`src/rtl/multi_ch_disp_scan_pkg.sv`:
```
// Shared mode encoding and default constants for the multi-channel display selector.
package disp_pkg;
    typedef enum logic {DISP_MANUAL = 1'b0, DISP_SCAN = 1'b1} disp_mode_e;

    localparam logic [31:0] DISP_RST_DATA = 32'hAA5555AA;
    localparam int          DISP_DIGITS   = 8;
    localparam int          DISP_SCAN_DIV = 25_000_000;
endpackage

```
`src/rtl/multi_ch_disp_scan_if.sv`:
```
// Bundle of control, channel-source and display-side signals of the display selector.
interface multi_ch_disp_scan_if
    import disp_pkg::*;
#(
    parameter int N_CH   = 8,
    parameter int DW     = 32,
    parameter int DIGITS = DISP_DIGITS
);
    localparam int CW = $clog2(N_CH);

    logic                   en;
    logic                   mode;
    logic                   hold;
    logic [CW-1:0]          sel;
    logic [N_CH*DW-1:0]     data_in;
    logic [N_CH*DIGITS-1:0] point_in;
    logic [N_CH*DIGITS-1:0] blink_in;
    logic [DW-1:0]          disp_num;
    logic [DIGITS-1:0]      point_out;
    logic [DIGITS-1:0]      blink_out;
    logic [CW-1:0]          cur_ch;
    logic                   scan_tick;

    modport master (
        output en, mode, hold, sel, data_in, point_in, blink_in,
        input  disp_num, point_out, blink_out, cur_ch, scan_tick
    );

    modport slave (
        input  en, mode, hold, sel, data_in, point_in, blink_in,
        output disp_num, point_out, blink_out, cur_ch, scan_tick
    );
endinterface

```
`src/rtl/multi_ch_disp_scan_timer.sv`:
```
// Dwell counter for auto-scan: counts 0..SCAN_DIV-1 while running, tick marks the terminal count.
module disp_scan_timer #(
    parameter int SCAN_DIV = 25_000_000
) (
    input  logic clk,
    input  logic rst,
    input  logic run,
    input  logic hold,
    input  logic clear,
    output logic tick
);
    localparam int               CNT_W = $clog2(SCAN_DIV);
    localparam logic [CNT_W-1:0] TC    = CNT_W'(SCAN_DIV - 1);

    logic [CNT_W-1:0] cnt_q, cnt_d;

    assign tick = run && !clear && !hold && (cnt_q == TC);

    always_comb begin
        cnt_d = cnt_q;
        if (clear) begin
            cnt_d = '0;
        end else if (run && !hold) begin
            cnt_d = (cnt_q == TC) ? '0 : cnt_q + 1'b1;
        end
    end

    always_ff @(posedge clk or posedge rst) begin
        if (rst) begin
            cnt_q <= '0;
        end else begin
            cnt_q <= cnt_d;
        end
    end
endmodule

```
`src/rtl/multi_ch_disp_scan.sv`:
```
// Display-source selector: channel-0 CPU shadow plus pass-through channels, manual select or auto-scan.
// Define DISP_OUT_REG_EN to register disp_num/point_out/blink_out after the channel mux.
module multi_ch_disp_scan
    import disp_pkg::*;
#(
    parameter int            N_CH     = 8,
    parameter int            DW       = 32,
    parameter int            DIGITS   = DISP_DIGITS,
    parameter int            SCAN_DIV = DISP_SCAN_DIV,
    parameter logic [DW-1:0] RST_DATA = DW'(DISP_RST_DATA)
) (
    input logic                 clk,
    input logic                 rst,
    multi_ch_disp_scan_if.slave bus
);
    // state     | meaning
    // ST_MANUAL | cur_ch follows sel, dwell counter held at 0
    // ST_SCAN   | cur_ch advances at each dwell terminal count unless hold
    localparam logic [0:0] ST_MANUAL = DISP_MANUAL;
    localparam logic [0:0] ST_SCAN   = DISP_SCAN;

    localparam int            CW      = $clog2(N_CH);
    localparam logic [CW-1:0] LAST_CH = CW'(N_CH - 1);

    logic [0:0]        state_q, state_d;
    logic [CW-1:0]     cur_ch_q, cur_ch_d;
    logic              scan_tick_q, scan_tick_d;
    logic [DW-1:0]     sh_data_q;
    logic [DIGITS-1:0] sh_point_q, sh_blink_q;
    logic [CW-1:0]     sel_ok;
    logic              tmr_run, tmr_tick;
    logic [DW-1:0]     mux_data;
    logic [DIGITS-1:0] mux_point, mux_blink;

    // Leaving SCAN drops the timer immediately, so a tick on that edge never lands.
    assign tmr_run = (state_q == ST_SCAN) && bus.mode;
    assign sel_ok  = (32'(bus.sel) < 32'(N_CH)) ? bus.sel : '0;
    assign state_d = bus.mode ? ST_SCAN : ST_MANUAL;

    disp_scan_timer #(.SCAN_DIV(SCAN_DIV)) u_timer (
        .clk   (clk),
        .rst   (rst),
        .run   (tmr_run),
        .hold  (bus.hold),
        .clear (!tmr_run),
        .tick  (tmr_tick)
    );

    always_comb begin
        cur_ch_d    = cur_ch_q;
        scan_tick_d = 1'b0;
        if (!bus.mode) begin
            cur_ch_d = sel_ok;
        end else if (tmr_tick) begin
            cur_ch_d    = (cur_ch_q == LAST_CH) ? '0 : cur_ch_q + 1'b1;
            scan_tick_d = 1'b1;
        end
    end

    always_ff @(posedge clk or posedge rst) begin
        if (rst) begin
            state_q     <= ST_MANUAL;
            cur_ch_q    <= '0;
            scan_tick_q <= 1'b0;
            sh_data_q   <= RST_DATA;
            sh_point_q  <= '0;
            sh_blink_q  <= '1;
        end else begin
            state_q     <= state_d;
            cur_ch_q    <= cur_ch_d;
            scan_tick_q <= scan_tick_d;
            if (bus.en) begin
                sh_data_q  <= bus.data_in[DW-1:0];
                sh_point_q <= bus.point_in[DIGITS-1:0];
                sh_blink_q <= bus.blink_in[DIGITS-1:0];
            end
        end
    end

    always_comb begin
        if (cur_ch_q == '0) begin
            mux_data  = sh_data_q;
            mux_point = sh_point_q;
            mux_blink = sh_blink_q;
        end else begin
            mux_data  = bus.data_in[int'(cur_ch_q) * DW +: DW];
            mux_point = bus.point_in[int'(cur_ch_q) * DIGITS +: DIGITS];
            mux_blink = bus.blink_in[int'(cur_ch_q) * DIGITS +: DIGITS];
        end
    end

`ifdef DISP_OUT_REG_EN
    logic [DW-1:0]     disp_q;
    logic [DIGITS-1:0] point_q, blink_q;

    always_ff @(posedge clk or posedge rst) begin
        if (rst) begin
            disp_q  <= RST_DATA;
            point_q <= '0;
            blink_q <= '1;
        end else begin
            disp_q  <= mux_data;
            point_q <= mux_point;
            blink_q <= mux_blink;
        end
    end

    assign bus.disp_num  = disp_q;
    assign bus.point_out = point_q;
    assign bus.blink_out = blink_q;
`else
    assign bus.disp_num  = mux_data;
    assign bus.point_out = mux_point;
    assign bus.blink_out = mux_blink;
`endif

    assign bus.cur_ch    = cur_ch_q;
    assign bus.scan_tick = scan_tick_q;
endmodule

```
`src/flat_wrapper.sv`:
```
// flat-port wrapper written by rule: the top's interface ports become plain ports
module multi_ch_disp_scan_flat import disp_pkg::*;
#(
    parameter int            N_CH     = 8,
    parameter int            DW       = 32,
    parameter int            DIGITS   = DISP_DIGITS,
    parameter int            SCAN_DIV = DISP_SCAN_DIV,
    parameter logic [DW-1:0] RST_DATA = DW'(DISP_RST_DATA)
)
  (clk, rst, bus_en, bus_mode, bus_hold, bus_sel, bus_data_in, bus_point_in, bus_blink_in, bus_disp_num, bus_point_out, bus_blink_out, bus_cur_ch, bus_scan_tick);
  multi_ch_disp_scan_if #(.N_CH(N_CH), .DW(DW), .DIGITS(DIGITS)) bus_i ();
  input logic clk;
  input logic rst;
  input wire logic [$bits(bus_i.en)-1:0] bus_en;
  input wire logic [$bits(bus_i.mode)-1:0] bus_mode;
  input wire logic [$bits(bus_i.hold)-1:0] bus_hold;
  input wire logic [$bits(bus_i.sel)-1:0] bus_sel;
  input wire logic [$bits(bus_i.data_in)-1:0] bus_data_in;
  input wire logic [$bits(bus_i.point_in)-1:0] bus_point_in;
  input wire logic [$bits(bus_i.blink_in)-1:0] bus_blink_in;
  output wire logic [$bits(bus_i.disp_num)-1:0] bus_disp_num;
  output wire logic [$bits(bus_i.point_out)-1:0] bus_point_out;
  output wire logic [$bits(bus_i.blink_out)-1:0] bus_blink_out;
  output wire logic [$bits(bus_i.cur_ch)-1:0] bus_cur_ch;
  output wire logic [$bits(bus_i.scan_tick)-1:0] bus_scan_tick;
  assign bus_i.en = bus_en;
  assign bus_i.mode = bus_mode;
  assign bus_i.hold = bus_hold;
  assign bus_i.sel = bus_sel;
  assign bus_i.data_in = bus_data_in;
  assign bus_i.point_in = bus_point_in;
  assign bus_i.blink_in = bus_blink_in;
  assign bus_disp_num = bus_i.disp_num;
  assign bus_point_out = bus_i.point_out;
  assign bus_blink_out = bus_i.blink_out;
  assign bus_cur_ch = bus_i.cur_ch;
  assign bus_scan_tick = bus_i.scan_tick;
  multi_ch_disp_scan #(.N_CH(N_CH), .DW(DW), .DIGITS(DIGITS), .SCAN_DIV(SCAN_DIV), .RST_DATA(RST_DATA)) u_core (.clk(clk), .rst(rst), .bus(bus_i));
endmodule
```
`config.mk`:
```
export PLATFORM = sky130hd
export DESIGN_NAME = multi_ch_disp_scan_flat
export DESIGN_NICKNAME = d
export VERILOG_FILES = /design/src/rtl/multi_ch_disp_scan_pkg.sv /design/src/rtl/multi_ch_disp_scan_if.sv /design/src/rtl/multi_ch_disp_scan_timer.sv /design/src/rtl/multi_ch_disp_scan.sv /design/src/flat_wrapper.sv
export SDC_FILE = /design/constraint.sdc
export NUM_CORES = 1
export LEC_CHECK = 0
export CORE_AREA = 4 4 171 173
export DETAILED_ROUTE_END_ITERATION = 8
export DIE_AREA = 0 0 175 177
export SYNTH_ARGS = -nofsm -noshare
export SYNTH_HDL_FRONTEND = slang
export SYNTH_HIERARCHICAL = 1
export SYNTH_SLANG_ARGS = --single-unit
```
`constraint.sdc`:
```
create_clock -name clk -period 1.8 [get_ports clk]
set_input_delay 0.18 -clock clk [delete_from_list [all_inputs] [get_ports clk]]
set_output_delay 0.18 -clock clk [all_outputs]
set_load 0.03 [all_outputs]
```
After elaboration in Yosys (flattened, before gate mapping)
Index checks and enable logic that the tools add are counted.
{"block": "classes", "n_reduce_logical": 5, "n_shift": 3, "n_eq_ne": 4, "add_sub_neg": 2, "n_mux": 12}
{"operator": "$shiftx 256x9->32", "count": 1}
{"operator": "$shiftx 64x7->8", "count": 2}
{"operator": "$mux 25", "count": 3}
{"operator": "$mux 32", "count": 1}
{"operator": "$add 25x1->25 const B", "count": 1}
{"operator": "$eq 25x25->1 const B", "count": 1}
{"operator": "$mux 8", "count": 2}
{"operator": "$mux 3", "count": 3}
{"operator": "$ne 2x1->1 const B", "count": 2}
{"operator": "$add 3x1->3 const B", "count": 1}
{"operator": "$eq 3x3->1 const B", "count": 1}
{"operator": "$logic_and 1x1->1", "count": 3}
{"operator": "$logic_not 3->1", "count": 1}
{"operator": "$mux 1", "count": 3}
{"operator": "$logic_not 1->1", "count": 1}
{"block": "totals", "register_bits": 78, "out_inout_bits": 52, "word_cells": 33}

Logic depth before layout (Yosys ltp)
Gate-level depths: netlist (run 1).
{"block": "depth", "depth_word": 5, "depth_mapped": 9, "mapped_depth_nobuf": 7}

By module
Netlist (run 1), hierarchy kept.
{"mod": "multi_ch_disp_scan", "cells_per_inst": 462, "n_inst": 1, "area_each_um2": 5457.7}
{"mod": "disp_scan_timer", "cells_per_inst": 168, "n_inst": 1, "area_each_um2": 1507.7}

Worst setup path before layout (run 1)
Ideal clock, no wire load.
{"block": "synth_path", "path_type": "reg2out", "from": "reg u_core.cur_ch_q[1] (netlist: u_core/bus.cur_ch[1])", "to": "out bus_disp_num[20]", "path_buffers": 4, "setup_slack_ns": -0.625, "arrival_ns": 2.245, "stages_incl_launch_ff": 9, "cell_sequence": "dfrtp_1 -> buf_2 -> buf_2 -> inv_1 -> ha_1 -> nor2_1 -> buf_2 -> clkbuf_1 -> a221o_1"}
{"block": "synth_between", "elab_chain_len": 2, "word_cells_on_any_way": 3}
{"item": "start, declared", "line": "multi_ch_disp_scan.sv:26", "rtl": "logic [CW-1:0] cur_ch_q, cur_ch_d;"}
{"item": "start signal, assigned", "line": "multi_ch_disp_scan.sv:70", "rtl": "cur_ch_q <= cur_ch_d;"}
{"item": "$shiftx 256x9->32 / $logic_not 3->1 (equally long branches)", "line": "multi_ch_disp_scan.sv:86, multi_ch_disp_scan.sv:81"}
{"item": "$mux 32 *", "line": "multi_ch_disp_scan.sv:81", "rtl": "if (cur_ch_q == '0) begin"}
{"item": "end, declared", "line": "flat_wrapper.sv:21", "rtl": "output wire logic [$bits(bus_i.disp_num)-1:0] bus_disp_num;"}
Mark *: on every way between the ends. The rest lies on a longest branch, timed or not.

Worst setup path after layout (run 1)
{"block": "layout_path", "from": "reg u_core.cur_ch_q[0] (netlist: u_core/bus.cur_ch[0])", "to": "out bus_disp_num[9]"}
The elaborated chain is that of the path after synthesis.

==> metrics.txt, run 1 <==
status finished, violations left; failing checks negative setup slack; Hold Violations, Final 0; Final Setup Violations 54; synth warn 6; CTS Buffer Depth 2; sequential share of power 23.7%; fraction of layout cells with a size suffix above 1 36.9%; Die ar. 31000 um^2; CP Launch Point u_core/bus.cur_ch[0]$_DFFE_PP0P_; max-slew violation count 0; NetSw 2620 uW; Synth Cell Area 6970 um^2; Worst Path Required 1.62 ns; Setup CP Type reg -> out; max-slew headroom at the worst pin 65.4%; commonest non-fill, non-tap cells in the layout clkdlybuf4s50_1, buf_4, mux2i_1; Worst Setup Start Kind register; WHS 0.244 ns; RSZ-0062 raised after global routing yes; Area Growth Syn to Fin 98.9%; fillers 2543; largest family of logic cells by synthesized area multiplexers; CP endpoint kind output pin; vias in the first global route 8229; combinational share of power 49.5%; clock skew 0.00987 ns; Syn Area/Cell 11.1 um^2; overall power 8320 uW; total grt overflow 0; Vias 7821; PortBufs 443; Syn Inst Count 630; CTS tree done; layout net count 1562; power per cell area 600 nW/um^2; Max VDD drop 0.409 mV; Final period util 130%; routed len/inst 23.4 um; most common cell after layout, fill and taps aside clkdlybuf4s50_1; Critical R2R Launch u_core/u_timer/cnt_q[6]$_DFFE_PP0P_; Die W 175 um; Post-synth EDFFs 0; Adder-Cell Fraction of Synth Area 0.719%; Clock Sinks 78; Root Driver clkbuf_16; minimum clock period 2.33 ns; Yosys cell types 48; Int Power 5700 uW; row count 61; final WL 36500 um; Simple-Gate Fraction of Synth Area 12.4%; Clk pin slew, worst setup/hold paths 0.07 ns; Sw Share 31.5%; Setup WS post-layout -0.532 ns; pre-CTS setup slack -0.248 ns; sequential area share after synthesis 28.5%; Synthesized Nets 1026; insertion delay of the later-clocked pin in the worst-skew pair 0.35 ns; Final HPWL DP 28100 um; Final Non-Filler Cells 1556; fraction of registers with async set or reset after synthesis 100%; Num CTS Buffers 9; Initial Utilization 25.2%; via-per-instance ratio 5.03; initial antenna violation count 10; GP Congestion 0.898; post-synthesis register bit count 78; Pre-antenna DRT Iters 5; CP max FO 6; first-pass GRT wire length 52100 um; hold crit path type in -> async; initial drt markers 396; Max Clock Freq 429 MHz; cell count after placement 1504; DRC Markers 0; I/O pin count 444; leak pwr 0.00579 uW; Clk pwr share 26.8%; Synth Area in Compound Gates 15.3%; Max-Cap Viols 0; Core ar. 27600 um^2; largest net degree at the start of global routing 54; cts hold-fix bufs 0; worst-margin pin slew 0.517 ns; multiplexer area fraction after synthesis 37.6%; Synth Flop Type dfrtp_1; Routed Antenna Nets 0; H-tree depth 3; xor and xnor fraction of the mapped netlist area 0.251%; GRT Total Usage 22.0%; Worst Path Arrival 2.15 ns; Die Y 177 um
## final cells by class
type | count | area, um^2 | share of cell area (%)
multi-input combinational | 483 | 4920 | 35.5
sequential | 78 | 2000 | 14.4
inverter | 8 | 35.0 | 0.253
clock inverter | 7 | 128 | 0.921
clock buffer | 9 | 225 | 1.63
antenna | 7 | 17.5 | 0.126
timing repair buffer | 586 | 6070 | 43.8
tap | 378 | 473 | 3.41
## timing repair
item	in CTS	in global routing
endpoints found under the setup margin	56	69
resized for setup	64	45
buffers inserted	13	11
pin swaps	9	43
cloned	3	5
## final timing paths
check	endpoint	slack, ns	depth (start not counted)
min	u_core/u_timer/cnt_q[22]$_DFFE_PP0P_	0.24	3
min in group clk	u_core/sh_data_q[18]$_DFFE_PP1P_	0.45	3
max	bus_disp_num[9]	-0.53	5
max reg2reg	u_core/bus.cur_ch[0]$_DFFE_PP0P_	-0.09	6
min reg2reg	u_core/sh_data_q[9]$_DFFE_PP0P_	0.50	1
max in group asynchronous	u_core/sh_data_q[10]$_DFFE_PP1P_	1.22	3
## cell families (layout without fill, tap and decap cells)
logic type                 count (synthesis)  in the layout
adders and majority gates                  4              4
muxes                                    195            195
AOI/OAI and AO/OA                        143            143
and+or+nand+nor                          139            139
other                                      0              7
DFF                                       78             78
buffers and inverters                     69            610
xor gates and xnor gates                   2              2
## power groups by stage
stage	registers, uW	logic (uW)	clock network (uW)
floorplan	1990	1890	0
global route	1990	4320	2370
global placement	2000	3770	0
CTS	1970	4050	2310
detailed placement	2010	3790	0
finish	1970	4120	2230
## Yosys cell counts (4+ instances only)
| cell | count | area share, % |
|---|---|---|
| a21oi_1 | 18 | 1.3 |
| a221o_1 | 48 | 6.9 |
| a31oi_1 | 12 | 1.1 |
| and2b_1 | 22 | 2.4 |
| and3_1 | 7 | 0.63 |
| buf_2 | 31 | 2.2 |
| buf_6 | 9 | 1.5 |
| clkbuf_1 | 18 | 0.97 |
| dfrtp_1 | 54 | 19 |
| dfstp_2 | 24 | 9.1 |
| ha_1 | 4 | 0.72 |
| inv_1 | 8 | 0.43 |
| mux2_2 | 48 | 7.8 |
| mux2i_1 | 99 | 14 |
| mux4_2 | 47 | 15 |
| nand2_1 | 22 | 1.2 |
| nand2b_1 | 6 | 0.54 |
| nand3_1 | 13 | 0.93 |
| nand4_1 | 9 | 0.81 |
| nor2_1 | 9 | 0.48 |
| nor2b_1 | 25 | 2.2 |
| nor3_1 | 4 | 0.29 |
| o21ai_0 | 5 | 0.36 |
| o22ai_1 | 50 | 4.5 |
| or3_1 | 6 | 0.54 |
## worst max-delay path, cell delays in order (launching register included)
cell and delay [ns]:
dfrtp_4 0.47, buf_6 0.14, clkbuf_16 0.15, mux4_2 0.49, a221o_2 0.42, buf_12 0.15
## through the flow
| step | setup TNS (ns) | utilization [%] | cell area, um^2 |
|---|---|---|---|
| final | -24.02 | 50.1 | 13900 |
| after CTS | -25.95 | 48.8 | 13500 |
| after floorplan | -5.70 | - | 7130 |
| after global placement | -9.57 | 46.0 | 12700 |
| after global routing | -28.84 | 50.1 | 13900 |
| after detailed placement | -10.46 | 46.0 | 12700 |
## metal layers
layer  GRT usage [%]  vias up  part of all wire [%]
li1                -     3613                     -
met1            26.7     3818                    39
met2            37.4      318                    51
met3            6.56       66                   7.7
met4            7.86        6                   3.1
met5               0        -                 0.088
## flip-flops by register name, summed over array words and instances (netlist names)
register / count
u_core/sh_blink_q: 8
u_core/bus.cur_ch: 3
u_core/state_q: 1
u_core/bus.scan_tick: 1
u_core/u_timer/cnt_q: 25
u_core/sh_point_q: 8
u_core/sh_data_q: 32
Power figures use the tool's default switching activity.
==> run 2, diff against run 1 <==
clock period = 2.8 ns   (was 1.8 ns; I/O delays follow)
==> run 2 against run 1 <==
Against the previous run: the flow now finishes without violations; via count fell by 7.2%; sequential share of layout area rose by 1.9 points; die area did not move; first-iteration DRC count rose by 19%; final cell count fell by 8.1%; critical path depth did not move; final area fell by 12%; clock skew fell by 0.0050 ns; global-route usage fell by 1.2 points; routed wire length fell by 6.5%; critical path type unchanged.
==> metrics.txt, run 2 (same netlist as run 1, synthesis figures left out) <==
Regs by FF count u_core/sh_data_q: 32 flops, u_core/u_timer/cnt_q: 25 flops; initial drt markers 473; via-per-instance ratio 5.08; CTS tree done; max FFs per register 32; minimum clock period 2.74 ns; max-slew violation count 0; commonest non-fill, non-tap cells in the layout clkdlybuf4s50_1, mux2i_1, dfrtp_1; worst path cell trace buf_16, buf_12, mux4_2, a221o_1, buf_12; Vias 7260; insertion delay of the later-clocked pin in the worst-skew pair 0.34 ns; cell count after placement 1411; row count 61; DRC Markers 0; Core ar. 27600 um^2; Final period util 97.7%; fillers 2667; Root Driver clkbuf_16; vias in the first global route 7439; Area Growth Syn to Fin 75.4%; first-pass GRT wire length 48900 um; initial antenna violation count 5; Max-Cap Viols 0; routed len/inst 23.9 um; overall power 4960 uW; largest reg by FF count u_core/sh_data_q; GR Util met1 25.2%; leak pwr 0.00497 uW; Max VDD drop 0.309 mV; CTS Buffer Depth 2; PortBufs 443; Routed Antenna Nets 0; Worst Setup Start Kind register; Clock Sinks 78; CP max FO 56; Die Y 177 um; Final HPWL DP 26700 um; Critical Path Max Stage Delay 0.44 ns; Clk pin slew, worst setup/hold paths 0.06 ns; worst-margin pin slew 1.00 ns; Final Setup Violations 0; gr busiest metal met2; Max Clock Freq 366 MHz; H-tree depth 3; I/O pin count 444; M2 GR Usage 36.6%; CP max-delay cell dfrtp_4; Pre-antenna DRT Iters 5; GR Layer Usage met3 6.24%; final WL 34100 um; most common cell after layout, fill and taps aside clkdlybuf4s50_1; fraction of layout cells with a size suffix above 1 21.3%; Worst Path Arrival 2.46 ns; hold crit path type in -> async; total grt overflow 0; max-slew headroom at the worst pin 33.3%; most used cell, CP buf_12; Final Non-Filler Cells 1430; largest net degree at the start of global routing 57; layout net count 1442; clock skew 0.00492 ns; Die W 175 um; Setup CP Type reg -> out; Die ar. 31000 um^2; Worst Path Required 2.52 ns; Initial Utilization 25.2%; Hold Violations, Final 0; Num CTS Buffers 9; CP endpoint kind output pin; power per cell area 406 nW/um^2; GP Congestion 0.879; GRT Total Usage 20.8%; status completed
run 2: timing repair:
action                                  4_1_cts  5_1_grt
pin swaps                                     1        1
hold endpoints to repair                      0        0
gates resized for setup                       5        3
setup buffers                                 0        1
endpoints found under the setup margin       28        7
hold buffers                                  0        0
gates cloned                                  1        0
run 2: worst paths after layout:
| path | start | end | slack [ns] | depth (start not counted) |
|---|---|---|---|---|
| worst max-delay path | u_core/bus.cur_ch[1]$_DFFE_PP0P_ | bus_disp_num[6] | 0.06 | 5 |
| min in group clk | u_core/sh_data_q[24]$_DFFE_PP0P_ | u_core/sh_data_q[24]$_DFFE_PP0P_ | 0.50 | 1 |
| worst min-delay path | rst | u_core/sh_point_q[0]$_DFFE_PP0P_ | 0.36 | 2 |
| worst min register to register | u_core/sh_data_q[24]$_DFFE_PP0P_ | u_core/sh_data_q[24]$_DFFE_PP0P_ | 0.50 | 1 |
| worst max register to register | u_core/u_timer/cnt_q[0]$_DFFE_PP0P_ | u_core/bus.cur_ch[0]$_DFFE_PP0P_ | 0.73 | 8 |
| max in group asynchronous | rst | u_core/u_timer/cnt_q[12]$_DFFE_PP0P_ | 1.66 | 2 |
run 2: where the power goes:
part	internal (uW)	total, uW	switching, uW
combinational	1280	2320	1040
clock	876	1370	491
sequential	1230	1270	39.7
total	3380	4960	1570
run 2: per-layer routing:
| layer | routed length, um | vias to the layer above |
|---|---|---|
| li1 | - | 3355 |
| met1 | 13500 | 3541 |
| met2 | 17400 | 308 |
| met3 | 2560 | 48 |
| met4 | 685 | 8 |
| met5 | 47 | - |
run 2: cell type report:
| class | instances | area, um^2 | area share [%] |
|---|---|---|---|
| inverter | 8 | 30.0 | 0.246 |
| antenna | 1 | 2.50 | 0.0205 |
| timing repair buffer | 465 | 4720 | 38.6 |
| tap | 378 | 473 | 3.87 |
| clock inverter | 7 | 121 | 0.993 |
| clock buffer | 9 | 225 | 1.84 |
| sequential | 78 | 1990 | 16.3 |
| multi-input combinational | 484 | 4660 | 38.1 |
run 2: worst max-delay path, delay by kind of cell, from the launching register on:
kind	cells	cell delay, ns
buffers and inverters	3	0.83
flip-flops	1	0.44
AO/OA/AOI/OAI	1	0.41
multiplexers	1	0.40
run 2: through the flow:
step	instance area (um^2)	worst slack [ns]	utilization, %	hold WS, ns	setup TNS, ns
2_1_floorplan	6970	0.275	-	0.307	0
3_3_place_gp	11800	0.278	42.8	0.481	0
3_5_place_dp	11800	0.249	42.8	0.487	0
4_1_cts	12200	0.0116	44.1	0.374	0
5_1_grt	12200	-0.00152	44.2	0.410	-0.00241
6_report	12200	0.0647	44.2	0.364	0
==> run 3, diff against run 2 <==
CELL_PAD_IN_SITES_DETAIL_PLACEMENT = 0   (was not set)
CELL_PAD_IN_SITES_GLOBAL_PLACEMENT = 1   (was not set)
CORE_AREA = 4 4 170 172   (was 4 4 171 173)
DIE_AREA = 0 0 174 176   (was 0 0 175 177)
PLACE_DENSITY_LB_ADDON = 0.1   (was not set)
==> run 3 against run 2 <==
Against the previous run: combinational power decreased by 6%; clock power is 4% lower; clock-buffer cell count grew 2; die area fell by 1.1%; clock skew is 0.00093 ns higher; sequential share of layout area up 0.31 points; sequential power about the same; global-route usage rose by 0.24 points; flip-flop and latch count did not move; register-to-register slack hardly changed; critical endpoint is now bus_disp_num[20].
==> metrics.txt, run 3 (same netlist as run 1, synthesis figures left out) <==
Clk pin slew, worst setup/hold paths 0.06 ns; H-tree depth 3; Worst Path Arrival 2.40 ns; status completed; routed len/inst 24.3 um; I/O pin count 444; Final HPWL DP 27000 um; Die W 174 um; via-per-instance ratio 5.13; most used cell, CP buf_12; RSZ-0062 raised after global routing no; Max VDD drop 0.294 mV; Setup CP Type reg -> out; CP max-delay cell dfrtp_4; Critical Path Max Stage Delay 0.42 ns; Num CTS Buffers 9; CP endpoint kind output pin; Worst Path Required 2.52 ns; first-pass GRT wire length 49200 um; Area Growth Syn to Fin 72.1%; Core ar. 27500 um^2; Regs by FF count u_core/sh_data_q: 32 flops, u_core/u_timer/cnt_q: 25 flops; total grt overflow 0; Clock Sinks 78; GP Congestion 0.811; worst path cell trace buf_12, buf_12, mux4_2, a221o_1, buf_4; Max Clock Freq 373 MHz; commonest non-fill, non-tap cells in the layout clkdlybuf4s50_1, mux2i_1, buf_4; Initial Utilization 25.4%; Pre-antenna DRT Iters 7; worst-margin pin slew 0.726 ns; insertion delay of the later-clocked pin in the worst-skew pair 0.34 ns; pre-CTS setup slack 0.447 ns; max FFs per register 32; final WL 33900 um; GRT Total Usage 21.1%; hold crit path type in -> async; max-slew headroom at the worst pin 51.6%; initial drt markers 301; clock skew 0.00585 ns; DRC Markers 0; power per cell area 397 nW/um^2; Hold Violations, Final 0; CP Launch Point u_core/bus.cur_ch[1]$_DFFE_PP0P_; Die ar. 30600 um^2; vias in the first global route 7446; CTS tree done; PortBufs 443; total negative slack for setup checks 0 ns; Final Setup Violations 0; initial antenna violation count 2; minimum clock period 2.68 ns; Root Driver clkbuf_16; Routed Antenna Nets 0; Vias 7168; largest net degree at the start of global routing 56; CP Buf/Inv Count 3; layout net count 1441; CTS Buffer Depth 2; Worst Setup Start Kind register; fraction of layout cells with a size suffix above 1 21.0%; largest reg by FF count u_core/sh_data_q; Top delay family on crit path buffers and inverters; most common cell after layout, fill and taps aside clkdlybuf4s50_1; leak pwr 0.00490 uW; Die Y 176 um; fillers 2661; CP max FO 53; Setup WS post-layout 0.122 ns; Critical R2R Launch u_core/u_timer/cnt_q[0]$_DFFE_PP0P_; row count 61; max-slew violation count 0; Max-Cap Viols 0; Final period util 95.6%
[run 3: cell count changes in the layout (fill, tap and decap cells not counted), sizes merged]
cell,previous run,this run
clkbuf,9,11
clkinv,3,2
inv,9,8
nor2,10,9
[run 3: final timing paths]
| check | slack [ns] | to | depth (start not counted) |
|---|---|---|---|
| setup / recovery | 0.12 | bus_disp_num[20] | 5 |
| hold / removal | 0.38 | u_core/u_timer/cnt_q[15]$_DFFE_PP0P_ | 3 |
| setup reg to reg | 0.72 | u_core/u_timer/cnt_q[2]$_DFFE_PP0P_ | 8 |
| hold reg to reg | 0.50 | u_core/sh_point_q[1]$_DFFE_PP0P_ | 1 |
| max in group asynchronous | 1.71 | u_core/sh_data_q[5]$_DFFE_PP1P_ | 3 |
| min in group clk | 0.50 | u_core/sh_point_q[1]$_DFFE_PP0P_ | 1 |
[run 3: where the power goes]
group | internal [uW] | total [uW] | switching, uW | leakage [uW]
clock network | 868 | 1320 | 450 | 0.000163
logic | 1190 | 2170 | 982 | 0.00379
registers | 1230 | 1270 | 37.2 | 0.000939
total | 3290 | 4760 | 1470 | 0.00490
[run 3: worst register-to-register path, cell delays in order (launching register included)]
cell and delay [ns]:
dfrtp_1 0.40, ha_1 0.25, nand3_1 0.16, nor4_4 0.38
a211oi_2 0.12, buf_4 0.24, buf_4 0.20, a21oi_1 0.14
a31oi_1 0.05
[run 3: what timing repair did]
action | 4_1_cts | 5_1_grt
buffers inserted | 0 | 0
gates resized for setup | 0 | 1
setup endpoints to repair | 0 | 1
hold buffers | 0 | 0
[run 3: per-stage QoR]
stage | cell area (um^2) | hold slack [ns] | cells | total power [uW] | util [%]
floorplan | 6970 | 0.307 | 630 | 2440 | -
global placement | 11600 | 0.481 | 1380 | 3460 | 42.4
detailed placement | 11600 | 0.488 | 1380 | 3470 | 42.4
CTS | 12000 | 0.391 | 1396 | 4830 | 43.6
global route | 12000 | 0.422 | 1397 | 4990 | 43.6
finish | 12000 | 0.382 | 1397 | 4760 | 43.6
[run 3: final cells by class]
cell class              count  area (um^2)  area share (%)
clock inverters             5          100           0.835
flip-flops and latches     78         1990            16.6
well taps                 346          433            3.61
clock buffers              11          233            1.94
repair buffers            465         4560            38.0
diodes                      1         2.50          0.0209
multi-input cells         483         4640            38.7
inverters                   8         30.0           0.250
[run 3: per-layer routing]
| layer | share of wire (%) | track usage [%] | vias up | routed length [um] |
|---|---|---|---|---|
| li1 | - | - | 3365 | - |
| met5 | 0.032 | 0 | - | 11 |
| met1 | 40 | 25.3 | 3502 | 13500 |
| met3 | 7.4 | 6.23 | 30 | 2520 |
| met4 | 1.6 | 4.92 | 2 | 546 |
| met2 | 51 | 37.4 | 269 | 17300 |
